==> src/rtl/seg_scroll_ctrl_pkg.sv <==
// ---------------------------------------------------------------------------
// seg_scroll_pkg
// Shared definitions for the seven-segment scroll controller:
//   - scroll FSM state encoding
//   - Avalon register addresses and CTRL / STATUS bit positions
//   - glyph constants and the hex-to-seven-segment encoder
// Segment vectors are active-low with bit0 = a .. bit6 = g.
// ---------------------------------------------------------------------------
package seg_scroll_pkg;

    typedef enum logic [1:0] {
        ST_IDLE  = 2'd0,
        ST_RUN   = 2'd1,
        ST_PAUSE = 2'd2
    } state_t;

    localparam logic [1:0] ADDR_MSG    = 2'd0;
    localparam logic [1:0] ADDR_CTRL   = 2'd1;
    localparam logic [1:0] ADDR_RATE   = 2'd2;
    localparam logic [1:0] ADDR_STATUS = 2'd3;

    localparam int CTRL_SCROLL_EN = 0;
    localparam int CTRL_BLANK     = 1;
    localparam int CTRL_DIR       = 2;
    localparam int CTRL_W         = 3;

    localparam int STATUS_PAUSED  = 8;

    localparam logic [6:0] SEG_BLANK = 7'h7F;
    localparam logic [6:0] SEG_RESET = 7'h40;

    function automatic logic [6:0] hex_to_seg(input logic [3:0] hex);
        logic [6:0] seg;
        case (hex)
            4'h0:    seg = 7'h40;
            4'h1:    seg = 7'h79;
            4'h2:    seg = 7'h24;
            4'h3:    seg = 7'h30;
            4'h4:    seg = 7'h19;
            4'h5:    seg = 7'h12;
            4'h6:    seg = 7'h02;
            4'h7:    seg = 7'h78;
            4'h8:    seg = 7'h00;
            4'h9:    seg = 7'h10;
            4'hA:    seg = 7'h08;
            4'hB:    seg = 7'h03;
            4'hC:    seg = 7'h46;
            4'hD:    seg = 7'h21;
            4'hE:    seg = 7'h06;
            default: seg = 7'h0E;
        endcase
        return seg;
    endfunction

endpackage

==> src/rtl/seg_scroll_ctrl_if.sv <==
// ---------------------------------------------------------------------------
// seg_scroll_ctrl_if
// Avalon-MM register bus of the scroll controller.
//   avs_address   [1:0]  register select
//   avs_write            write strobe
//   avs_writedata [31:0] write data
//   avs_read             read strobe
//   avs_readdata  [31:0] read data, valid the cycle after avs_read
// master: the HPS bridge side; slave: the controller.
// ---------------------------------------------------------------------------
interface seg_scroll_ctrl_if;
    logic [1:0]  avs_address;
    logic        avs_write;
    logic [31:0] avs_writedata;
    logic        avs_read;
    logic [31:0] avs_readdata;

    modport master (
        output avs_address,
        output avs_write,
        output avs_writedata,
        output avs_read,
        input  avs_readdata
    );

    modport slave (
        input  avs_address,
        input  avs_write,
        input  avs_writedata,
        input  avs_read,
        output avs_readdata
    );
endinterface

==> src/rtl/seg_scroll_ctrl_hex7seg_lut.sv <==
// ---------------------------------------------------------------------------
// hex7seg_lut
// Combinational hex digit to active-low seven-segment decoder.
//   i_hex [3:0]  hex digit
//   o_seg [6:0]  segments, bit0 = a .. bit6 = g, active-low
// ---------------------------------------------------------------------------
module hex7seg_lut
    import seg_scroll_pkg::*;
(
    input  logic [3:0] i_hex,
    output logic [6:0] o_seg
);

    assign o_seg = hex_to_seg(i_hex);

endmodule

==> src/rtl/seg_scroll_ctrl.sv <==
// ---------------------------------------------------------------------------
// seg_scroll_ctrl
// Avalon-MM slave that scrolls an 8-digit hex message across four
// seven-segment displays at a programmable rate, with pushbutton pause.
//   clk, reset         clock, synchronous active-high reset
//   avs                Avalon-MM slave (MSG, CTRL, RATE, STATUS registers)
//   key_pause_n        pause/resume pushbutton, active-low, asynchronous
//   segment0..3_conduit displays, segment0 rightmost, active-low glyphs
//   step_pulse         one-cycle pulse following each scroll step
// ---------------------------------------------------------------------------
module seg_scroll_ctrl
    import seg_scroll_pkg::*;
#(
    parameter int DIV_W        = 26,
    parameter int DEFAULT_RATE = 49999999,
    parameter int NDIG         = 8
) (
    input  logic              clk,
    input  logic              reset,
    seg_scroll_ctrl_if.slave  avs,
    input  logic              key_pause_n,
    output logic [6:0]        segment0_conduit,
    output logic [6:0]        segment1_conduit,
    output logic [6:0]        segment2_conduit,
    output logic [6:0]        segment3_conduit,
    output logic              step_pulse
);

    localparam int POS_W = $clog2(NDIG);

    logic [31:0]       r_msg;
    logic [CTRL_W-1:0] r_ctrl;
    logic [DIV_W-1:0]  r_rate;
    logic [DIV_W-1:0]  r_presc;
    logic [POS_W-1:0]  r_pos;
    state_t            r_state;
    logic [31:0]       r_readdata;
    logic              r_step_pulse;
    logic [6:0]        r_seg [4];
    logic              r_key_s1;
    logic              r_key_s2;
    logic              r_key_prev;

    logic              w_wr_msg;
    logic              w_wr_ctrl;
    logic              w_wr_rate;
    logic              w_pos_clr;
    logic              w_pause_evt;
    logic              w_step;
    logic [31:0]       w_rdata;
    logic [POS_W-1:0]  w_idx [4];
    logic [3:0]        w_nib [4];
    logic [6:0]        w_seg [4];

    assign w_wr_msg  = avs.avs_write && (avs.avs_address == ADDR_MSG);
    assign w_wr_ctrl = avs.avs_write && (avs.avs_address == ADDR_CTRL);
    assign w_wr_rate = avs.avs_write && (avs.avs_address == ADDR_RATE);
    assign w_pos_clr = avs.avs_write && (avs.avs_address == ADDR_STATUS)
                       && avs.avs_writedata[0];

    // Falling edge of the synchronized button, one cycle wide.
    assign w_pause_evt = r_key_prev && !r_key_s2;

    // A step is the prescaler terminal count while running.
    assign w_step = (r_state == ST_RUN) && (r_presc == r_rate);

    always_comb begin
        w_rdata = '0;
        case (avs.avs_address)
            ADDR_MSG:    w_rdata = r_msg;
            ADDR_CTRL:   w_rdata[CTRL_W-1:0] = r_ctrl;
            ADDR_RATE:   w_rdata[DIV_W-1:0] = r_rate;
            default: begin
                w_rdata[POS_W-1:0]    = r_pos;
                w_rdata[STATUS_PAUSED] = (r_state == ST_PAUSE);
            end
        endcase
    end

    // Register file, read port and button synchronizer.
    // Synchronizer resets to the released level so reset never fakes a press.
    always_ff @(posedge clk) begin
        if (reset) begin
            r_msg      <= '0;
            r_ctrl     <= '0;
            r_rate     <= DIV_W'(DEFAULT_RATE);
            r_readdata <= '0;
            r_key_s1   <= 1'b1;
            r_key_s2   <= 1'b1;
            r_key_prev <= 1'b1;
        end else begin
            r_key_s1   <= key_pause_n;
            r_key_s2   <= r_key_s1;
            r_key_prev <= r_key_s2;
            if (w_wr_msg)  r_msg  <= avs.avs_writedata;
            if (w_wr_ctrl) r_ctrl <= avs.avs_writedata[CTRL_W-1:0];
            if (w_wr_rate) r_rate <= avs.avs_writedata[DIV_W-1:0];
            if (avs.avs_read) r_readdata <= w_rdata;
        end
    end

    // Scroll FSM with prescaler and position. A pause event on a step
    // cycle still lets the step land because w_step is sampled in RUN.
    always_ff @(posedge clk) begin
        if (reset) begin
            r_state      <= ST_IDLE;
            r_presc      <= '0;
            r_pos        <= '0;
            r_step_pulse <= 1'b0;
        end else begin
            r_step_pulse <= w_step;

            case (r_state)
                ST_IDLE: begin
                    if (r_ctrl[CTRL_SCROLL_EN]) r_state <= ST_RUN;
                end
                ST_RUN: begin
                    if (!r_ctrl[CTRL_SCROLL_EN]) r_state <= ST_IDLE;
                    else if (w_pause_evt)        r_state <= ST_PAUSE;
                end
                ST_PAUSE: begin
                    if (!r_ctrl[CTRL_SCROLL_EN]) r_state <= ST_IDLE;
                    else if (w_pause_evt)        r_state <= ST_RUN;
                end
                default: r_state <= ST_IDLE;
            endcase

            // RATE write restarts the count; otherwise count in RUN,
            // hold in PAUSE, clear in IDLE.
            if (w_wr_rate || r_state == ST_IDLE || w_step) r_presc <= '0;
            else if (r_state == ST_RUN)                    r_presc <= r_presc + DIV_W'(1);

            // NDIG is a power of two, so the natural wrap is modulo NDIG.
            if (w_pos_clr)                r_pos <= '0;
            else if (w_step && r_ctrl[CTRL_DIR]) r_pos <= r_pos - POS_W'(1);
            else if (w_step)              r_pos <= r_pos + POS_W'(1);
        end
    end

    // Display k (from the left) shows message digit pos+k.
    for (genvar k = 0; k < 4; k++) begin : g_digit
        assign w_idx[k] = r_pos + POS_W'(k);
        assign w_nib[k] = r_msg[{w_idx[k], 2'b00} +: 4];
        hex7seg_lut u_lut (
            .i_hex (w_nib[k]),
            .o_seg (w_seg[3-k])
        );
    end

    always_ff @(posedge clk) begin
        if (reset) begin
            for (int k = 0; k < 4; k++) r_seg[k] <= SEG_RESET;
        end else begin
            for (int k = 0; k < 4; k++)
                r_seg[k] <= r_ctrl[CTRL_BLANK] ? SEG_BLANK : w_seg[k];
        end
    end

    assign segment0_conduit = r_seg[0];
    assign segment1_conduit = r_seg[1];
    assign segment2_conduit = r_seg[2];
    assign segment3_conduit = r_seg[3];
    assign step_pulse       = r_step_pulse;
    assign avs.avs_readdata = r_readdata;

endmodule

==> src/flat_wrapper.sv <==
// flat-port wrapper written by rule: the top's interface ports become plain ports
module seg_scroll_ctrl_flat import seg_scroll_pkg::*;
#(
    parameter int DIV_W        = 26,
    parameter int DEFAULT_RATE = 49999999,
    parameter int NDIG         = 8
)
  (clk, reset, key_pause_n, segment0_conduit, segment1_conduit, segment2_conduit, segment3_conduit, step_pulse, avs_avs_address, avs_avs_write, avs_avs_writedata, avs_avs_read, avs_avs_readdata);
  seg_scroll_ctrl_if avs_i ();
  input  logic clk;
  input  logic reset;
  input  logic key_pause_n;
  output logic [6:0] segment0_conduit;
  output logic [6:0] segment1_conduit;
  output logic [6:0] segment2_conduit;
  output logic [6:0] segment3_conduit;
  output logic step_pulse;
  input wire logic [$bits(avs_i.avs_address)-1:0] avs_avs_address;
  input wire logic [$bits(avs_i.avs_write)-1:0] avs_avs_write;
  input wire logic [$bits(avs_i.avs_writedata)-1:0] avs_avs_writedata;
  input wire logic [$bits(avs_i.avs_read)-1:0] avs_avs_read;
  output wire logic [$bits(avs_i.avs_readdata)-1:0] avs_avs_readdata;
  assign avs_i.avs_address = avs_avs_address;
  assign avs_i.avs_write = avs_avs_write;
  assign avs_i.avs_writedata = avs_avs_writedata;
  assign avs_i.avs_read = avs_avs_read;
  assign avs_avs_readdata = avs_i.avs_readdata;
  seg_scroll_ctrl #(.DIV_W(DIV_W), .DEFAULT_RATE(DEFAULT_RATE), .NDIG(NDIG)) u_core (.clk(clk), .reset(reset), .avs(avs_i), .key_pause_n(key_pause_n), .segment0_conduit(segment0_conduit), .segment1_conduit(segment1_conduit), .segment2_conduit(segment2_conduit), .segment3_conduit(segment3_conduit), .step_pulse(step_pulse));
endmodule
==> config.mk <==
export PLATFORM = sky130hd
export DESIGN_NAME = seg_scroll_ctrl_flat
export DESIGN_NICKNAME = d
export VERILOG_FILES = /design/src/rtl/seg_scroll_ctrl_pkg.sv /design/src/rtl/seg_scroll_ctrl_if.sv /design/src/rtl/seg_scroll_ctrl_hex7seg_lut.sv /design/src/rtl/seg_scroll_ctrl.sv /design/src/flat_wrapper.sv
export SDC_FILE = /design/constraint.sdc
export NUM_CORES = 1
export LEC_CHECK = 0
export ABC_CLOCK_PERIOD_IN_PS = 4500
export CAP_MARGIN = 10
export CORE_UTILIZATION = 45
export DETAILED_ROUTE_END_ITERATION = 12
export MAX_ROUTING_LAYER = met4
export PLACE_DENSITY = 0.67
export RECOVER_POWER = 100
export SYNTH_ARGS = -nofsm -noshare
export SYNTH_HDL_FRONTEND = slang
export SYNTH_HIERARCHICAL = 1
export SYNTH_SLANG_ARGS = --single-unit
==> constraint.sdc <==
create_clock -name clk -period 4.5 [get_ports clk]
set_input_delay 0.9 -clock clk [delete_from_list [all_inputs] [get_ports clk]]
set_output_delay 0.9 -clock clk [all_outputs]
set_load 0.02 [all_outputs]
==> impl_summary.md, run 1 <==
Outcome
The flow ran to the end, but the final reports show violations. The final reports fail on capacitance limit, slew limit.

Floorplan
The die covers 0.01867 mm2. Row generation in the floorplan step produced 48 rows. From left edge to right edge, the die measures 136.6 um. 100 I/O pins were placed. The effective utilization at floorplan is 46.66%. In this run the standard cell core region covers 0.01748 mm2. In this run the vertical extent of the chip is 136.6 um.

Setup path
The start point of the critical path is avs_avs_address[1]. STA puts the critical path data required time at 4.78 ns. Across all register-to-register paths, the minimum setup slack is approximately 1 ns. The startpoint of the lowest-slack register-to-register path is u_core/r_pos[1]. STA classifies the critical path endpoint as a register. The number of cells on the worst reg-to-reg path is 11.

The end of the worst register-to-register path is u_core/r_seg[0][0]. The category of the critical setup timing path is in -> reg. The launching element type of the critical path is an input pin. The largest driver fanout on the critical path is 30.

The arrival time of data at the critical path endpoint is 4.04 ns.

Timing
The transition time at the pin with the least slew margin is 1.850 ns. The fmax is 265.6 MHz. Headroom to the max-slew limit came out at -23.36%. The count of final hold-check violations was 0. Setup repair after global routing left no endpoint under its margin. The final-layout setup total negative slack is 0 ns. The clock skew is ~0.013 ns. The total count of max-transition violations in the final report is 31. Setup violations remaining at the end of the flow were counted as 0. The time the worst path needs with I/O delays and setup is 3.766 ns.

The final clock period utilization by the worst path is 83.68%.

Drt
Once detail routing completed, the nets flagged for antenna violations numbered 0. The number of design rule violations left after detail routing is 0. The wire length per cell after detailed routing is between 15 and 20 um. The number of vias per cell after detailed routing is 5.306.

For this block, the via count after detailed routing is about 6500. After detailed routing, the total wire length is 19.93 mm. Before antenna repair, the detailed router went through 5 iterations. The initial DRC count is between 400 and 500.

Hold path
Counting instances, the worst hold path has a depth of 1. In this run the most critical hold path is launched from u_core/r_key_s1. For hold timing, the worst endpoint is u_core/r_key_s2. The worst hold path belongs to the class reg -> reg.

Power and ir drop
The net switching component of the power is 0.7858 mW. Internal power comes to approximately 2.5 mW. The switching power as a share of total power is 23.98%.

The part of the power in combinational logic is around a tenth. The clock network is responsible for a little under half of the overall power. The total power divided by cell area is 333.4 mW/mm2. The reported leakage power is about 3.7 nW.

Registers are responsible for between 40 and 50% of the overall power. The worst IR drop on VDD is ~270 uV.

Clock tree
The H-tree level count is 4. Hold repair after CTS inserted 0 buffers. The maximum root-to-sink buffer count is 2. The later pin in the worst-skew pair is clocked with a latency of between 0.4 and 0.5 ns. The tree built by TritonCTS fans out to 156 sinks. After clock tree synthesis, the clock-pin slew on the worst setup and hold paths is about 0.06 ns. The number of setup buffers added after CTS is 0. The TritonCTS clock tree is yes.

The buffer type at the clock tree root is clkbuf_16. Buffers inserted during clock tree synthesis total 17. Once the clock tree was built, the resizer swapped 0 gates to a different size.

Yosys
The sequential fraction of the synthesis area is 38.29%. The post-synthesis cell type count is 43. In the post-synthesis netlist, the biggest area contributors are dfxtp_1 38%, mux2_2 8.0%, nor2_1 6.3%. The proportion of synthesized flip-flops having asynchronous set or reset is 0%. dfxtp_1 takes more of the synthesized area than any other cell. The top cell type by area accounts for 38.29% of the synthesized area. In this run, synthesis inferred 0 flip-flops with an integrated enable. Counting flops and latches in the post-synthesis netlist gives 156. Among all cell types in the netlist, the one instantiated most often is dfxtp_1. In the synthesized netlist the dominant register cell turns out to be dfxtp_1. Counting every net in the synthesized netlist gives 992. The combined area of all synthesized cells is 0.008155 mm2. The post-synthesis cell count is 922. Yosys printed 6 warnings. The mean instance size in the synthesized netlist is around 8.8 um2. Counting instances in the post-synthesis netlist gives the leading cell types as 156 x dfxtp_1, 137 x nor2_1, 131 x nand2_1, 76 x a21oi_1, 58 x mux2_2.

Run
Max-cap violations in this run came to 1.

Layout
The area growth from synthesis to layout is 20.54%. After routing the design area is slightly below 0.01 mm2. The fraction of final layout cells sized beyond drive strength 1 is a little under an eighth. The final layout net count is 1060. 0 antenna diodes ended up in the layout.

Global routing
The global-route usage over all layers is 23.11%. The number of global-route vias before repair is 6000. The initial antenna violation count is 0. The first global-routing pass estimated around 32 mm of wire.

Entering global routing, the biggest net connects 79 pins. For this run the aggregate overflow at the end of global routing stands at 0.

Place
The number of port buffers is 99. The routability congestion estimate is 0.9417. Summing all placed instances gives a cell area of 0.009235 mm2.

The sum of net half-perimeters after detailed placement is 13.98 mm.
==> power groups by stage <==
stage	sequential, mW	combinational (mW)	clock (mW)
5_1_grt	1.46	0.357	1.58
6_report	1.46	0.325	1.50
4_1_cts	1.46	0.335	1.52
3_3_place_gp	1.49	0.330	0
3_5_place_dp	1.49	0.333	0
2_1_floorplan	1.50	0.186	0
==> cells by family after synthesis <==
group,Yosys count,synth area share [%]
buffers and inverters,82,4.311
and+or+nand+nor,391,22.18
DFF,156,38.29
adders and majority gates,31,4.756
AOI/OAI and AO/OA,102,7.042
xor gates and xnor gates,54,5.799
muxes,106,17.61
==> cell type report <==
cell class / count / area [um2]
multi-input cells: 684 / 4681
inverters: 21 / 78.83
repair buffers: 110 / 1056
well taps: 225 / 281.5
flip-flops and latches: 156 / 3123
fillers: 1538 / 7646
clock buffers: 22 / 474.2
clock inverters: 9 / 136.4
==> flip-flops by register name, summed over array words and instances (netlist names), 2 cells and up <==
signal                   cells
u_core/r_msg                32
u_core/r_rate               26
u_core/r_seg                28
u_core/r_state               2
u_core/r_presc              26
u_core/r_ctrl                3
u_core/r_pos                 3
u_core/avs.avs_readdata     32
==> worst max-delay path: stages <==
cell,delay [ns]
dlygate4sd3_1,0.58
clkbuf_1,1.35
nand2_1,0.15
or2_1,0.72
nand2_1,0.23
a21oi_1,0.09
==> metrics by stage <==
stage          hold WS [ns]  cells  utilization, %  setup slack (ns)  total power [mW]
6_report             0.4192   1227           56.25            0.7345             3.278
5_1_grt              0.4536   1227           56.25            0.5713             3.396
4_1_cts              0.4237   1227           56.34            0.9961             3.314
3_5_place_dp         0.4002   1196           52.84             1.019             1.822
3_3_place_gp         0.4106   1196           52.84             1.144             1.819
2_1_floorplan        0.3895    922               -             1.126             1.687
==> worst max-delay path by stage <==
stage / slack, ns / to / cells past startpoint
final: 0.73 / u_core/r_rate[9] / 6
after global routing: 0.57 / u_core/r_rate[1] / 6
after CTS: 1.0 / u_core/r_seg[0][0] / 11
after detailed placement: 1.02 / u_core/r_seg[0][0] / 11
after global placement: 1.14 / u_core/r_seg[0][0] / 11
after floorplan: 1.13 / u_core/r_seg[0][0] / 13
==> layout by cell type, fill, tap and decap left out, types with 4 or more instances in the layout <==
master	n
dlygate4sd3_1	64
buf_4	8
clkbuf_16	17
or3_1	6
mux2_2	51
nand3b_1	20
a32o_1	4
o21ai_0	10
a22o_1	8
nor2_1	137
nand4_1	8
nand3_1	15
nor3_1	13
dfxtp_1	156
a21oi_1	76
or3b_1	4
xnor2_1	41
nand2_1	131
clkbuf_1	6
and2b_2	4
mux2i_1	25
clkdlybuf4s50_1	34
nor4_1	5
inv_1	20
xor2_1	13
mux4_1	4
mux2_1	7
mux4_2	19
nor2b_1	26
nand2b_1	6
ha_1	31
==> layer usage <==
layer  vias to the layer above  routed length [um]  GRT usage, %
met1                      3064                9581         30.94
met3                        27                 849         3.889
met2                       168                9108         34.88
met5                         -                   0             -
li1                       3251                   -             -
met4                         0                 386         8.519
Note: power is estimated with default switching activity, not from simulation.
==> run 2: changes to the inputs <==
Settings changed: ABC_CLOCK_PERIOD_IN_PS 4500 to 3440, PLACE_DENSITY 0.67 to 0.69.
Clock period 4.5 ns to 3.44 ns, I/O delays scaled along.
==> impl_summary.md, run 2 (synthesis gave the netlist of run 1 again) <==
Outcome
Run status: finished with violations (unchanged). Violations in the final reports: capacitance limit, slew limit (unchanged).

Setup path
The launching element type of the critical path is a register (was input pin). The largest driver fanout on the critical path is 10 (was 30). The arrival time of data at the critical path endpoint was 3.52 ns (was 4.04 ns). The category of the critical setup timing path was reg -> reg (was in -> reg). The startpoint of the lowest-slack register-to-register path is u_core/r_pos[0] (was u_core/r_pos[1]). The reg2reg setup slack is 0.29 ns (was 1.01 ns).

The kind of capture point of the worst setup path was a register (unchanged). The end of the worst register-to-register path is u_core/r_seg[2][0] (was u_core/r_seg[0][0]). The worst reg2reg path depth was 10 (was 11). The required time of the critical path was 3.81 ns (was 4.78 ns). The start point of the critical path is u_core/r_pos[0] (was avs_avs_address[1]). The capture point of the critical path was u_core/r_seg[2][0] (was u_core/r_rate[9]).

Drt
The number of vias per cell after detailed routing is 5.281 (was 5.306). The wire length per cell after detailed routing is 16.07 um (was 16.24 um). The top metal layer carrying routed signals is met4 (unchanged). The routed wire length on met2 is 9.077 mm (was 9.108 mm).

The number of design rule violations left after detail routing came to 0 (unchanged). The number of nets with antenna violations after routing is 0 (unchanged). The met3 layer wire length in the routed design is 898 um (was 849 um). The routed wire length came to 19.83 mm (was 19.93 mm). The overall via count from detail_route came to 6517 (was 6510).

The detailed-routing wirelength on met1 is 9.594 mm (was 9.581 mm). The total iterations of the first detailed-routing run is 4 (was 5). The initial DRC count is 422 (was 459).

Floorplan
The boundary pin count is 100 (unchanged). The total number of placement rows was 48 (unchanged). The height of the die came to 136.6 um (unchanged). The die area was 0.01867 mm2 (unchanged). The effective utilization at floorplan is 46.66% (unchanged). The die outline width is 136.6 um (unchanged). The standard cell core area is 0.01748 mm2 (unchanged).

Timing
The number of endpoints failing setup at the final stage is 0 (unchanged). The total count of max-transition violations in the final report is 27 (was 31). The relative slew slack is -18.14% (was -23.36%). The transition time at the pin with the least slew margin is 1.772 ns (was 1.850 ns). The fmax is 317.2 MHz. RSZ-0062 raised after global routing: false (unchanged). The clock skew is 0.01267 ns (was 0.01255 ns).

The worst path needs 3.153 ns of the cycle, external delays included. The count of final hold-check violations is 0 (unchanged). The final clock period utilization by the worst path is 91.65%. The final-layout setup total negative slack was 0 ns (unchanged).

Run
The number of max-cap violations is 1 (unchanged).

Layout
Leading cell types in the layout, fill and taps excluded: 156 x dfxtp_1, 137 x nor2_1, 131 x nand2_1 (unchanged). The final layout net count is 1066 (was 1060). The most common cell after layout, fill and taps aside is dfxtp_1 (unchanged).

The antenna diode instance count is 0 (unchanged). The fraction of final layout cells sized beyond drive strength 1 is 12.69% (was 11.48%). The area growth from synthesis to layout is 21.03% (was 20.54%).

Clock tree
The hold buffer count at cts is 0 (unchanged). The buffer type at the clock tree root is clkbuf_16 (unchanged). The CTS clock-pin slew for the worst setup and hold paths is 0.06 ns (about the same).

The count of cells resized by post-cts repair came to 0 (unchanged). The TritonCTS buffer count is 17 (unchanged). The total number of clock tree sinks is 156 (unchanged). The clock latency on the worst-skew pair is 0.44 ns (was 0.43 ns).

The TritonCTS clock tree is yes (unchanged). The maximum root-to-sink buffer count is 2 (unchanged). The number of setup buffers added after CTS is 0 (unchanged). The H-tree level count is 4 (unchanged).

Global routing
The first-pass GRT wire length is 32.14 mm (was 31.76 mm). The initial antenna violation count was 0 (unchanged). The global-route usage over all layers was 23.30% (was 23.11%). The number of global-route vias before repair is 6139 (was 6000). The total congestion overflow after global routing is 0 (unchanged).

The largest net degree at the start of global routing came to 73 (was 79).

Power and ir drop
The total power divided by cell area is 433.2 mW/mm2 (was 333.4 mW/mm2). The total power is 4.276 mW (was 3.278 mW). The worst IR drop on VDD was 358.0 uV (was 274.6 uV). The reported leakage power came to 3.765 nW (was 3.747 nW).

Place
The sum of net half-perimeters after detailed placement is 14.01 mm (was 13.98 mm). The routability congestion estimate came to 0.8826 (was 0.9417). The number of port buffers is 99 (unchanged).

Hold path
The number of cells on the worst hold path was 1 (unchanged). The worst min-delay path class is reg -> reg (unchanged).
==> run 2: cell types whose count changed in the layout (fill, tap and decap cells not counted), sizes merged <==
| cell | delta |
|---|---|
| inv | +1 |
| clkinvlp | +2 |
| clkdlybuf4s50 | +1 |
| clkbuf | -2 |
| buf | +5 |
| dlygate4sd3 | -1 |
| clkinv | +1 |
==> run 2: routing by layer <==
metal	up-vias	GRT usage (%)
met4	0	7.840
met5	-	-
met1	3058	31.16
li1	3271	-
met2	166	35.36
met3	22	4.185
==> run 2: cell type report <==
class,instances,area [um2]
multi-input combinational,684,4681
inverter,21,78.83
sequential,156,3123
clock inverter,13,165.2
clock buffer,19,442.9
tap,225,281.5
fill,1578,7606
timing repair buffer,116,1099
==> run 2: worst min path at each step <==
stage                    start              end  slack, ns
2_1_floorplan  u_core/r_key_s1  u_core/r_key_s2       0.39
3_3_place_gp   u_core/r_key_s1  u_core/r_key_s2       0.40
3_5_place_dp   u_core/r_key_s1  u_core/r_key_s2       0.41
4_1_cts        u_core/r_key_s1  u_core/r_key_s2       0.42
5_1_grt        u_core/r_key_s1  u_core/r_key_s2       0.43
6_report       u_core/r_key_s1  u_core/r_key_s2       0.42
==> run 2: metrics by stage <==
| step | cells | area (um2) | worst slack [ns] | util (%) | hold WS, ns |
|---|---|---|---|---|---|
| 2_1_floorplan | 922 | 8155 | 0.06635 | - | 0.3895 |
| 3_3_place_gp | 1202 | 9280 | 0.4018 | 53.10 | 0.3976 |
| 3_5_place_dp | 1202 | 9280 | 0.3042 | 53.10 | 0.4078 |
| 4_1_cts | 1234 | 9888 | 0.2747 | 56.58 | 0.4208 |
| 5_1_grt | 1234 | 9871 | 0.003126 | 56.48 | 0.4336 |
| 6_report | 1234 | 9871 | 0.2871 | 56.48 | 0.4172 |
==> run 2: power by group <==
part | switching [mW] | total (mW) | internal [mW]
combinational | 0.227 | 0.426 | 0.199
sequential | 0.0443 | 1.91 | 1.86
clock | 0.780 | 1.94 | 1.16
total | 1.05 | 4.28 | 3.22
==> run 2: critical path: stages, from the launching register on <==
cell,delay [ns]
dfxtp_1,0.55
ha_1,0.26
xor2_1,0.45
mux4_2,0.63
inv_1,0.17
ha_1,0.20
and2b_2,0.22
or3b_1,0.36
o21ai_0,0.08
nor2_1,0.05
nor2_1,0.11
